$ cat src/rtl/fm_audio_pkg.sv
`default_nettype none
// ============================================================================
// Module      : fm_audio_pkg
// Description : Shared types and default constants for the FM receiver audio
//               output path (stage state encoding, output width, quant shift).
// Revision    : 1.0 - initial release
// ============================================================================
package fm_audio_pkg;

  // Default signed output sample width delivered to the audio consumer
  localparam int AUDIO_OUT_WIDTH = 16;

  // Default de-quantization right shift applied to gain-multiplier outputs
  localparam int AUDIO_QUANT_SHIFT = 10;

  // Output stage sequencing: wait for data, wait for FIFO read latency, present
  typedef enum logic [1:0] {
    IDLE    = 2'd0,
    WAIT    = 2'd1,
    PRESENT = 2'd2
  } audio_state_t;

endpackage : fm_audio_pkg
`default_nettype wire

$ cat src/rtl/audio_quantize.sv
`default_nettype none
// ============================================================================
// Module      : audio_quantize
// Description : Combinational de-quantizer. Rounds a signed fixed-point sample
//               half toward +inf while shifting right by SHIFT, then
//               saturates the result to a signed OUT_WIDTH value.
// Revision    : 1.0 - initial release
// ============================================================================
module audio_quantize
  import fm_audio_pkg::*;
#(
  parameter int DATA_WIDTH = 32,
  parameter int OUT_WIDTH  = AUDIO_OUT_WIDTH,
  parameter int SHIFT      = AUDIO_QUANT_SHIFT
) (
  input  logic [DATA_WIDTH-1:0] sample_in,
  output logic [OUT_WIDTH-1:0]  sample_out
);

  // Rounding offset: one half of the least significant output step
  localparam logic signed [DATA_WIDTH:0] c_HALF = (DATA_WIDTH+1)'(1) << (SHIFT-1);

  // Output range limits expressed in the widened intermediate format
  localparam logic signed [DATA_WIDTH:0] c_MAX =
    {{(DATA_WIDTH+2-OUT_WIDTH){1'b0}}, {(OUT_WIDTH-1){1'b1}}};
  localparam logic signed [DATA_WIDTH:0] c_MIN =
    {{(DATA_WIDTH+2-OUT_WIDTH){1'b1}}, {(OUT_WIDTH-1){1'b0}}};

  // One extra bit of headroom keeps the rounding add from overflowing
  logic signed [DATA_WIDTH:0] w_ext;
  logic signed [DATA_WIDTH:0] w_sum;
  logic signed [DATA_WIDTH:0] w_shr;
  logic                       w_unused_high;

  assign w_ext = $signed({sample_in[DATA_WIDTH-1], sample_in});
  assign w_sum = w_ext + c_HALF;
  assign w_shr = w_sum >>> SHIFT;

  // High bits only matter through the range comparisons below
  assign w_unused_high = ^w_shr[DATA_WIDTH:OUT_WIDTH];

  // Clamp the rounded value into the signed output range
  always_comb begin
    sample_out = w_shr[OUT_WIDTH-1:0];
    if (w_shr > c_MAX) begin
      sample_out = c_MAX[OUT_WIDTH-1:0];
    end else if (w_shr < c_MIN) begin
      sample_out = c_MIN[OUT_WIDTH-1:0];
    end
  end

endmodule : audio_quantize
`default_nettype wire

$ cat src/rtl/stereo_output_stage.sv
`default_nettype none
// ============================================================================
// Module      : stereo_output_stage
// Description : Pops left/right samples together from the output FIFOs,
//               de-quantizes them and presents the pair on a valid/ready
//               interface. Counts delivered pairs and flags sustained
//               one-sided FIFO occupancy as a sticky skew error.
// Revision    : 1.0 - initial release
// ============================================================================
module stereo_output_stage
  import fm_audio_pkg::*;
#(
  parameter int DATA_WIDTH = 32,
  parameter int OUT_WIDTH  = AUDIO_OUT_WIDTH,
  parameter int SHIFT      = AUDIO_QUANT_SHIFT,
  parameter int SKEW_LIMIT = 64
) (
  input  logic                  clk,
  input  logic                  rst,
  input  logic                  left_empty,
  input  logic [DATA_WIDTH-1:0] left_dout,
  output logic                  left_rd_en,
  input  logic                  right_empty,
  input  logic [DATA_WIDTH-1:0] right_dout,
  output logic                  right_rd_en,
  input  logic                  out_ready,
  output logic                  out_valid,
  output logic [OUT_WIDTH-1:0]  left_audio,
  output logic [OUT_WIDTH-1:0]  right_audio,
  output logic [31:0]           sample_count,
  output logic                  skew_err
);

  localparam int                  c_SKEW_W   = $clog2(SKEW_LIMIT + 1);
  localparam logic [c_SKEW_W-1:0] c_SKEW_MAX = c_SKEW_W'(SKEW_LIMIT);

  audio_state_t          r_state;
  audio_state_t          w_next_state;
  logic                  w_rd_en;
  logic                  w_both_avail;
  logic                  w_one_sided;
  logic                  w_handshake;
  logic [OUT_WIDTH-1:0]  w_left_q;
  logic [OUT_WIDTH-1:0]  w_right_q;
  logic [c_SKEW_W-1:0]   r_skew_cnt;
  logic [c_SKEW_W-1:0]   w_skew_next;

  assign w_both_avail = !left_empty && !right_empty;
  assign w_one_sided  = left_empty ^ right_empty;

  // Outputs are registered on the WAIT->PRESENT edge, so PRESENT is valid
  assign out_valid   = (r_state == PRESENT);
  assign w_handshake = out_valid && out_ready;

  // Both FIFOs are always popped together
  assign left_rd_en  = w_rd_en;
  assign right_rd_en = w_rd_en;

  audio_quantize #(
    .DATA_WIDTH (DATA_WIDTH),
    .OUT_WIDTH  (OUT_WIDTH),
    .SHIFT      (SHIFT)
  ) u_quant_left (
    .sample_in  (left_dout),
    .sample_out (w_left_q)
  );

  audio_quantize #(
    .DATA_WIDTH (DATA_WIDTH),
    .OUT_WIDTH  (OUT_WIDTH),
    .SHIFT      (SHIFT)
  ) u_quant_right (
    .sample_in  (right_dout),
    .sample_out (w_right_q)
  );

  // State register
  always_ff @(posedge clk) begin
    if (rst) begin
      r_state <= IDLE;
    end else begin
      r_state <= w_next_state;
    end
  end

  // Next state and pop request; pops are suppressed while in reset
  always_comb begin
    w_next_state = r_state;
    w_rd_en      = 1'b0;
    case (r_state)
      IDLE: begin
        if (w_both_avail) begin
          w_rd_en      = 1'b1;
          w_next_state = WAIT;
        end
      end
      WAIT: begin
        w_next_state = PRESENT;
      end
      PRESENT: begin
        if (out_ready) begin
          if (w_both_avail) begin
            w_rd_en      = 1'b1;
            w_next_state = WAIT;
          end else begin
            w_next_state = IDLE;
          end
        end
      end
      default: begin
        w_next_state = IDLE;
      end
    endcase
    if (rst) begin
      w_rd_en = 1'b0;
    end
  end

  // Capture the quantized pair when FIFO read data becomes valid
  always_ff @(posedge clk) begin
    if (rst) begin
      left_audio  <= '0;
      right_audio <= '0;
    end else if (r_state == WAIT) begin
      left_audio  <= w_left_q;
      right_audio <= w_right_q;
    end
  end

  // Delivered-pair counter, wraps naturally at 2^32
  always_ff @(posedge clk) begin
    if (rst) begin
      sample_count <= '0;
    end else if (w_handshake) begin
      sample_count <= sample_count + 32'd1;
    end
  end

  // Skew counter next value: run while idle with exactly one FIFO occupied
  always_comb begin
    w_skew_next = '0;
    if ((r_state == IDLE) && w_one_sided) begin
      if (r_skew_cnt == c_SKEW_MAX) begin
        w_skew_next = r_skew_cnt;
      end else begin
        w_skew_next = r_skew_cnt + 1'b1;
      end
    end
  end

  // Skew counter and sticky error flag
  always_ff @(posedge clk) begin
    if (rst) begin
      r_skew_cnt <= '0;
      skew_err   <= 1'b0;
    end else begin
      r_skew_cnt <= w_skew_next;
      if (w_skew_next == c_SKEW_MAX) begin
        skew_err <= 1'b1;
      end
    end
  end

endmodule : stereo_output_stage
`default_nettype wire

$ cat config.mk
export PLATFORM = sky130hd
export DESIGN_NAME = stereo_output_stage
export DESIGN_NICKNAME = d
export VERILOG_FILES = /design/src/rtl/fm_audio_pkg.sv /design/src/rtl/audio_quantize.sv /design/src/rtl/stereo_output_stage.sv
export SDC_FILE = /design/constraint.sdc
export NUM_CORES = 1
export LEC_CHECK = 0
export ABC_AREA = 1
export BUFFER_PORTS_ARGS = -buffer_cell sky130_fd_sc_hd__clkbuf_2
export CAP_MARGIN = 20
export CORE_UTILIZATION = 45
export DETAILED_ROUTE_END_ITERATION = 16
export PLACE_DENSITY = 0.69
export SKIP_LAST_GASP = 1
export SLEW_MARGIN = 5
export SYNTH_ARGS = -nofsm -noshare
export SYNTH_HDL_FRONTEND = slang
export SYNTH_SLANG_ARGS = --single-unit
$ cat constraint.sdc
create_clock -name clk -period 2.2 [get_ports clk]
set_input_delay 0.22 -clock clk [delete_from_list [all_inputs] [get_ports clk]]
set_output_delay 0.22 -clock clk [all_outputs]
set_load 0.05 [all_outputs]
# Yosys cells after proc, flatten, opt, wreduce, memory -nomap -nowiden

Cells that the tools add are included.

Register bits: 74
Latch bits: 0
Memory bits (writable): 0
Bits in read-only memories: 0
Input port bits: 69
Memories: 0

Add/sub/neg operators: 4
Multipliers: 0
Div/mod/pow operators: 0
Order comparisons: 4
Equality and inequality tests: 6
Shift operators: 0
Mux-type cells: 14
Bitwise gates (word level): 1
Reductions and logical operators: 7

Operators with widths:

| cell                     | count |
|---|---|
| $add A32 B11 Y33 const B | 2 |
| $mux W16                 | 4 |
| $gt A23 B16 Y1 const B   | 2 |
| $lt A23 B16 Y1 const B   | 2 |
| $add A32 B1 Y32 const B  | 1 |
| $eq A7 B7 Y1 const B     | 2 |
| $mux W7                  | 2 |
| $add A7 B1 Y7 const B    | 1 |
| $pmux W2 S3              | 1 |
| $mux W1                  | 4 |
| $mux W2                  | 2 |
| $ne A2 B2 Y1 const B     | 2 |
| $logic_and A1 B1 Y1      | 3 |
| $eq A2 B1 Y1 const B     | 1 |
| $eq A2 B2 Y1 const B     | 1 |
| $logic_not A1 Y1         | 2 |
| $logic_not A2 Y1         | 1 |
| $pmux W1 S2              | 1 |
| $reduce_and A2 Y1        | 1 |
| $xor A1 B1 Y1            | 1 |

# Logic depth before layout (Yosys ltp)

Gate-level depths: netlist of run 1.

Depth after elaboration: 6
Gate-level depth with buffers: 15
Gate-level depth less buffers: 14

# By module

Synthesis of run 1 repeated with hierarchy kept, for this count alone.

Cell total of the unflattened synthesis: 806
Area total of the unflattened synthesis: 5121.2 um2

By module, submodules not included:

| module              | instances | cells each | area an instance (um2) | sequential area each (um2) |
|---|---|---|---|---|
| stereo_output_stage | 1         | 480        | 3349.5                 | 1481.4 |
| audio_quantize      | 2         | 163        | 885.8                  | 0.0 |

# Worst setup path before layout of run 1

Ideal clock, no wire load.

Kind: register to register
Start point: reg sample_count[0]
End point: reg sample_count[26]
Library setup time: 0.128 ns
Data arrival time: 1.859 ns
Required time: 2.072 ns
Path slack: 0.213 ns
Cell stages (with the launch flop): 11
Path buffers: 0
Cells stage by stage: dfxtp_1 > ha_1 > nand3_2 > nor2_2 > nand3_1 > nor2_2 > nand2_1 > inv_1 > nand2_1 > xor2_1 > nor2_1

Longest elaborated chain between the ends: 1

Ends and longest elaborated chain:

| element                  | RTL line                   | text |
|---|---|---|
| start: declaration       | stereo_output_stage.sv:30  | `output logic [31:0] sample_count,` |
| start signal: assignment | stereo_output_stage.sv:135 | `sample_count <= sample_count + 32'd1;` |
| $add A32 B1 Y32          | stereo_output_stage.sv:135 |  |

Every way passes these cells.
A chain may end at the register's enable or synchronous reset.

# Final worst setup path of run 1

Same ends and word-level chain as after synthesis.

==> impl_results.md, run 1 <==
- Antenna viol nets, final: 0
- DR iter-0 viols: roughly 190
- Largest net degree at the start of global routing: 42
- Starting Density: 46.4%
- Die Span X: between 100 and 150 µm
- Root Driver: clkbuf_8
- Final hold violation count: 0
- Routed met1 length: just under 6000 µm
- Synth cell types: 35
- Max Transition Viols Final: 0
- Met2 WL: between 5000 and 6000 µm
- CP endpoint kind: register
- Critical Path RT: approximately 2400 ps
- Worst R2R End: sample_count[26]
- Die Footprint: around 0.012 mm²
- Final wirelength: between 10000 and 15000 µm
- Worst path slowest cell: dfxtp_1
- CP delay by family, top: simple AND/OR/NAND/NOR gates
- Total Neg Setup Slack: 0 ps
- HPWL Detailed: approximately 9500 µm
- Max clock buf depth: 2
- R2r startpoint: sample_count[0]
- Startpoint Class: register
- Met3 WL: 546 µm
- CTS tree: yes
- Worst Setup SP: sample_count[0]
- VDD IR max: ~0.00028 V
- Crit Path Max Fanout: 5
- Fmax achieved: about 0.52 GHz
- WP data arrival: 2150 ps
- Post CTS Setup Buffer Count: 0
- Tmin final: just under 2000 ps
- I/O Pins: approximately 140
- Vias: about 5000
- # diodes: 0
- Total clock buffers created by CTS: 9
- Hold Path Sink: r_state[0]
- H-tree depth: 3
- Mapped Avg Cell Area: roughly 6.5 µm²
- Sequential element share of the synthesized area: 29.3%
- Synth warn: 0
- Mapped Cells: roughly 770
- Final setup violation count: 0
- Mapped Area: 0.00505 mm²
- Unrepaired setup endpoints after global routing: false
- Top sig layer: met4
- Post-Syn Nets: 848
- DRC Markers: 0
- Port Buffer Count: 118
- Placeable Area: 0.0109 mm²
- GRT overflow: 0
- Placed cell area: slightly below 0.006 mm²
- Avg Vias per Cell: 4.82
- Hold Crit Class: in -> reg
- Layout area overhead: 19.1%
- Synth Register Bits: 74
- Worst-Margin Slew: between 400 and 500 ps
- Buf/Inv on CP: 1
- Register-to-Register Path Depth: 10
- Worst setup path class: reg -> reg
- Status: complete, no violations
- Lkg Pwr: 2.78 nW
- Period utilisation layout: 87.4%
- Site Rows: 38
- Critical path depth: 10
- Worst-Skew Late Latency: between 300 and 400 ps
- First-pass GRT wire length: 20100 µm
- Skew final: 9.13 ps
- First-pass DRT Iterations: 5
- CTS resizes: 0
- Headroom to the max-slew limit: a little under three quarters
- Hold Crit Start: out_ready
- Maxcap violations: 0
- Hold path depth: 3
- Fin area: around 0.0060 mm²
- Initial antenna violation count: 0
- Max incr delay on CP: about 420 ps
- Pwr Density: 513 mW/mm²
- Vias in the first global route: 4511
- Routability cong.: slightly below 0.9
- Final net count: roughly 970
- GR Util All Layers: between 20% and 30%
- R2R setup slack: between 200 and 300 ps
- Critical path, cell by cell: ha_1 -> nand3_2 -> nor2_2 -> nand3_1 -> nor2_2 -> nand2_1 -> inv_1 -> nand2_1 -> xor2_1 -> nor2_1
- CTS sink count: 74
- Die Y-Extent: 108 µm
- Wire per inst: between 10 and 15 µm
- Clk pin slew, worst setup/hold paths: about 80 ps
- Layout cells sized above 1: around a quarter
- Hold-fix buffers at CTS: 0
## worst max-delay path by stage
| stage | endpoint | slack (ps) |
|---|---|---|
| after floorplan | sample_count[26] | 210 |
| after global placement | right_audio[3] | 190 |
| after detailed placement | right_audio[3] | 170 |
| after CTS | sample_count[26] | 280 |
| after global routing | sample_count[26] | 80 |
| final | sample_count[26] | 280 |
## worst min-delay path, cell delays in order
cell and delay, ps:
clkbuf_2 110, inv_2 100, a21oi_1 70
## cell type report
cell class	instances	area (µm²)
clock buffer	9	124
clock inverter	7	92.6
fill	1132	4870
inverter	86	323
multi-input combinational	597	3150
sequential	74	1480
tap	140	175
timing repair buffer	125	668
## flip-flops by register name, indices dropped and copies added (netlist names)
| name | cells |
|---|---|
| r_skew_cnt | 7 |
| r_state | 2 |
| sample_count | 32 |
| skew_err | 1 |
| left_audio | 16 |
| right_audio | 16 |
## layer usage
layer  global-route usage [%]  vias up
met2                     35.0      108
met4                     6.36        0
met1                     29.2     2204
li1                         -     2682
met3                     3.13       12
met5                        0        -
## report_power, final
part	switching (mW)	internal, mW	leakage, nW	total, mW
Clock	0.529	0.639	0.113	1.17
Combinational	0.372	0.153	2.06	0.524
Sequential	0.0205	1.37	0.600	1.39
## cells in the final DEF, fill, tap and decap left out, types with 2 or more instances in the layout
cell type,count
a21oi_4,2
nor2_1,93
nor2_8,2
nor2_4,10
clkbuf_2,118
dfxtp_1,74
nand2_1,218
xnor2_1,10
o21bai_1,2
o21ai_0,38
and3_1,2
ha_1,6
inv_1,79
bufinv_16,2
nor2_2,13
nand4_1,9
buf_4,5
clkbuf_8,9
nand2_2,22
xor2_1,41
inv_2,7
buf_12,2
nand3_1,48
nand3b_1,2
a21oi_2,20
a21oi_1,27
nand3_2,2
nor3b_1,2
nor4_1,3
clkinv_2,3
nor3_1,17
nand2_4,3
## logic make-up after synthesis
| family | count (synthesis) | synth area share, % |
|---|---|---|
| simple gates | 448 | 40.8 |
| flops | 74 | 29.3 |
| compound gates | 92 | 11.3 |
| buf+inv | 102 | 8.32 |
| xor+xnor | 51 | 8.84 |
| fa+ha+maj | 6 | 1.49 |
## metrics by stage
step	utilization (%)	power, mW	hold slack [ps]	setup WS [ps]	cells
2_1_floorplan	-	1.79	405	213	773
3_3_place_gp	53.3	1.95	450	192	1022
3_5_place_dp	53.3	1.95	450	166	1022
4_1_cts	55.3	3.12	190	277	1038
5_1_grt	55.3	3.23	202	81.0	1038
6_report	55.3	3.09	202	277	1038
## cell usage after synthesis (all sizes together)
library cell,n,area share [%]
nor3,17,1.7
a211oi,1,0.15
nand4,9,1.1
dfxtp,74,29
a21oi,49,6.8
xnor2,10,1.7
o21ai,39,3.9
clkbuf,11,0.82
nand3,50,5.1
nor4,4,0.79
buf,5,1.1
and3,2,0.25
and2,1,0.12
nand2,243,20
inv,86,6.4
o2111ai,1,0.17
ha,6,1.5
nor3b,2,0.30
nor2,118,11
o21bai,2,0.30
nand3b,2,0.30
xor2,41,7.1
(Power assumes the default switching activity.)
==> inputs of run 2 (changes only) <==
==> constraint.sdc (replaced) <==
create_clock -name clk -period 1.9 [get_ports clk]
set_input_delay 0.285 -clock clk [delete_from_list [all_inputs] [get_ports clk]]
set_output_delay 0.285 -clock clk [all_outputs]
set_load 0.05 [all_outputs]
==> impl_results.md, run 2 (same netlist as run 1, synthesis figures left out) <==
- Final hold violation count: 0 (unchanged)
- Hold Path Sink: r_state[0] (unchanged)
- Critical Path RT: 2160 ps (was 2430 ps)
- Wire per inst: 11.3 µm (was 11.6 µm)
- Most common cell after layout, fill and taps aside: nand2_1 (unchanged)
- Period utilisation layout: 91.6% (was 87.4%)
- Hold-fix buffers at CTS: 0 (unchanged)
- Clk pin slew, worst setup/hold paths: 70 ps (was 80 ps)
- GRT overflow: 0 (unchanged)
- Lkg Pwr: 2.94 nW (was 2.78 nW)
- Unrepaired setup endpoints after global routing: false (unchanged)
- Worst R2R End: sample_count[31] (was sample_count[26])
- Register-to-Register Path Depth: 12 (was 10)
- Total Neg Setup Slack: 0 ps (unchanged)
- Final net count: 1003 (was 968)
- Top flop regs: sample_count: 32 flops, left_audio: 16 flops, right_audio: 16 flops (unchanged)
- Max clock buf depth: 2 (unchanged)
- Port Buffer Count: 118 (unchanged)
- Vias in the first global route: 4631 (was 4511)
- GR Util All Layers: 22.1% (was 21.5%)
- Startpoint Class: register (unchanged)
- Max Transition Viols Final: 0 (unchanged)
- Pwr Density: 555 mW/mm² (was 513 mW/mm²)
- Comb pwr share: 18.3% (was 17.0%)
- Register Area: 0.00149 mm² (was 0.00148 mm²)
- Placed cell area: 0.00608 mm² (was 0.00580 mm²)
- Initial antenna violation count: 0 (unchanged)
- Maxcap violations: 0 (unchanged)
- R2r startpoint: r_state[0] (was sample_count[0])
- Final setup violation count: 0 (unchanged)
- Max reg flops: 32 (unchanged)
- Sw frac: 29.2% (was 29.9%)
- Final hold slack: 268 ps (was 202 ps)
- H-tree depth: 3 (unchanged)
- Fmax achieved: 0.575 GHz (was 0.520 GHz)
- Largest net degree at the start of global routing: 42 (unchanged)
- DRC Markers: 0 (unchanged)
- I/O Pins: 137 (unchanged)
- Tmin final: 1740 ps (was 1920 ps)
- Antenna viol nets, final: 0 (unchanged)
- Avg Vias per Cell: 4.81 (was 4.82)
- Routability cong.: 0.884 (was 0.882)
- Fill cell count: 1109 (was 1132)
- Area of the multi-input gates: 0.00317 mm² (was 0.00315 mm²)
- CP endpoint kind: register (unchanged)
- Hold path depth: 3 (unchanged)
- Root Driver: clkbuf_8 (unchanged)
- Final Util: 57.7% (was 55.3%)
- Worst-Margin Slew: 396 ps (was 426 ps)
- VDD IR max: 0.000446 V (was 0.000284 V)
- Hold Crit Class: in -> reg (unchanged)
- DR iter-0 viols: 222 (was 192)
- Hold Crit Start: out_ready (unchanged)
- Status: complete, no violations (unchanged)
- First-pass GRT wire length: 20400 µm (was 20100 µm)
- Starting Density: 46.4% (unchanged)
- Site Rows: 38 (unchanged)
- CTS tree: yes (unchanged)
- Total clock buffers created by CTS: 9 (unchanged)
- First-pass DRT Iterations: 4 (was 5)
- Fin area: 0.00628 mm² (was 0.00602 mm²)
- Skew final: 7.08 ps (was 9.13 ps)
- # diodes: 0 (unchanged)
- Placeable Area: 0.0109 mm² (unchanged)
- Commonest non-fill, non-tap cells in the layout: 218 x nand2_1, 118 x clkbuf_2, 93 x nor2_1 (unchanged)
- Final wirelength: 12200 µm (was 12100 µm)
- Worst setup path class: reg -> reg (unchanged)
- R2R setup slack: 160 ps (was 280 ps)
- Biggest register: sample_count (unchanged)
- Layout cells sized above 1: 28.3% (was 24.8%)
- WP data arrival: 2000 ps (was 2150 ps)
- Headroom to the max-slew limit: 73.5% (was 71.5%)
- Die Footprint: 0.0117 mm² (unchanged)
- Clk pwr share: 35.5% (was 37.8%)
- HPWL Detailed: 9720 µm (was 9510 µm)
- Register share of total power: 46.3% (was 45.2%)
- Worst-Skew Late Latency: 360 ps (was 350 ps)
- Layout area overhead: 24.4% (was 19.1%)
- Internal power: 2.47 mW (was 2.16 mW)
- CTS resizes: 0 (unchanged)
- Vias: 5162 (was 5006)
- Net Switching: 1.02 mW (was 922 µW)
- Crit Path Max Fanout: 4 (was 5)
- CTS sink count: 74 (unchanged)
- Die Span X: 108 µm (unchanged)
- Die Y-Extent: 108 µm (unchanged)
- Post CTS Setup Buffer Count: 0 (unchanged)
[run 2: cell count changes in the layout (fill, tap and decap cells not counted), sizes merged]
cell and change:
clkinv -3, inv -1, buf +35, clkbuf +5, bufinv -1
[run 2: worst max-delay path, cell delays in order (launching register included)]
cell and delay [ps]:
dfxtp_1 300, inv_1 120, nand2_2 100, inv_2 100
nand2_2 80, nor4_4 190, nand2_1 150, nor2_2 140
nand3_1 170, nor2_1 140, nand2_1 60, nand2_1 60
nor2_1 40
[run 2: worst max-delay path by stage]
| stage | from | end | slack [ps] |
|---|---|---|---|
| CTS | r_state[0] | sample_count[31] | 160 |
| global placement | left_dout[9] | left_audio[13] | -50 |
| finish | r_state[0] | sample_count[31] | 160 |
| floorplan | sample_count[15] | sample_count[29] | 40 |
| global route | r_state[0] | sample_count[31] | 30 |
| detailed placement | left_dout[9] | left_audio[14] | -110 |
[run 2: per-stage QoR]
| step | worst slack, ps | power [mW] | std cells |
|---|---|---|---|
| finish | 160 | 3.49 | 1073 |
| global route | 29.7 | 3.67 | 1073 |
| CTS | 157 | 3.53 | 1073 |
| detailed placement | -114 | 2.29 | 1057 |
| global placement | -50.3 | 2.29 | 1057 |
| floorplan | 40.7 | 2.07 | 773 |
[run 2: power by group through the flow]
stage	Combinational (mW)	Clock, mW	Sequential [mW]
global placement	0.636	0	1.65
floorplan	0.297	0	1.77
finish	0.637	1.24	1.61
CTS	0.642	1.28	1.61
global route	0.705	1.35	1.62
detailed placement	0.640	0	1.65
[run 2: area by class of cell]
class                           count  share of cell area (%)
Clock buffer                       14                    2.59
Clock inverter                      2                   0.557
Inverter                           86                    5.14
Multi-Input combinational cell    597                    50.4
Sequential cell                    74                    23.7
Tap cell                          140                    2.79
Timing Repair Buffer              160                    14.8
[run 2: routing by layer]
metal,wire length [µm],global-route usage (%),up-vias,part of all wire (%)
met4,234,9.39,0,1.9
met5,0,0,-,0
met1,5900,29.3,2262,48
li1,-,-,2764,-
met3,509,3.38,17,4.2
met2,5520,35.6,119,45
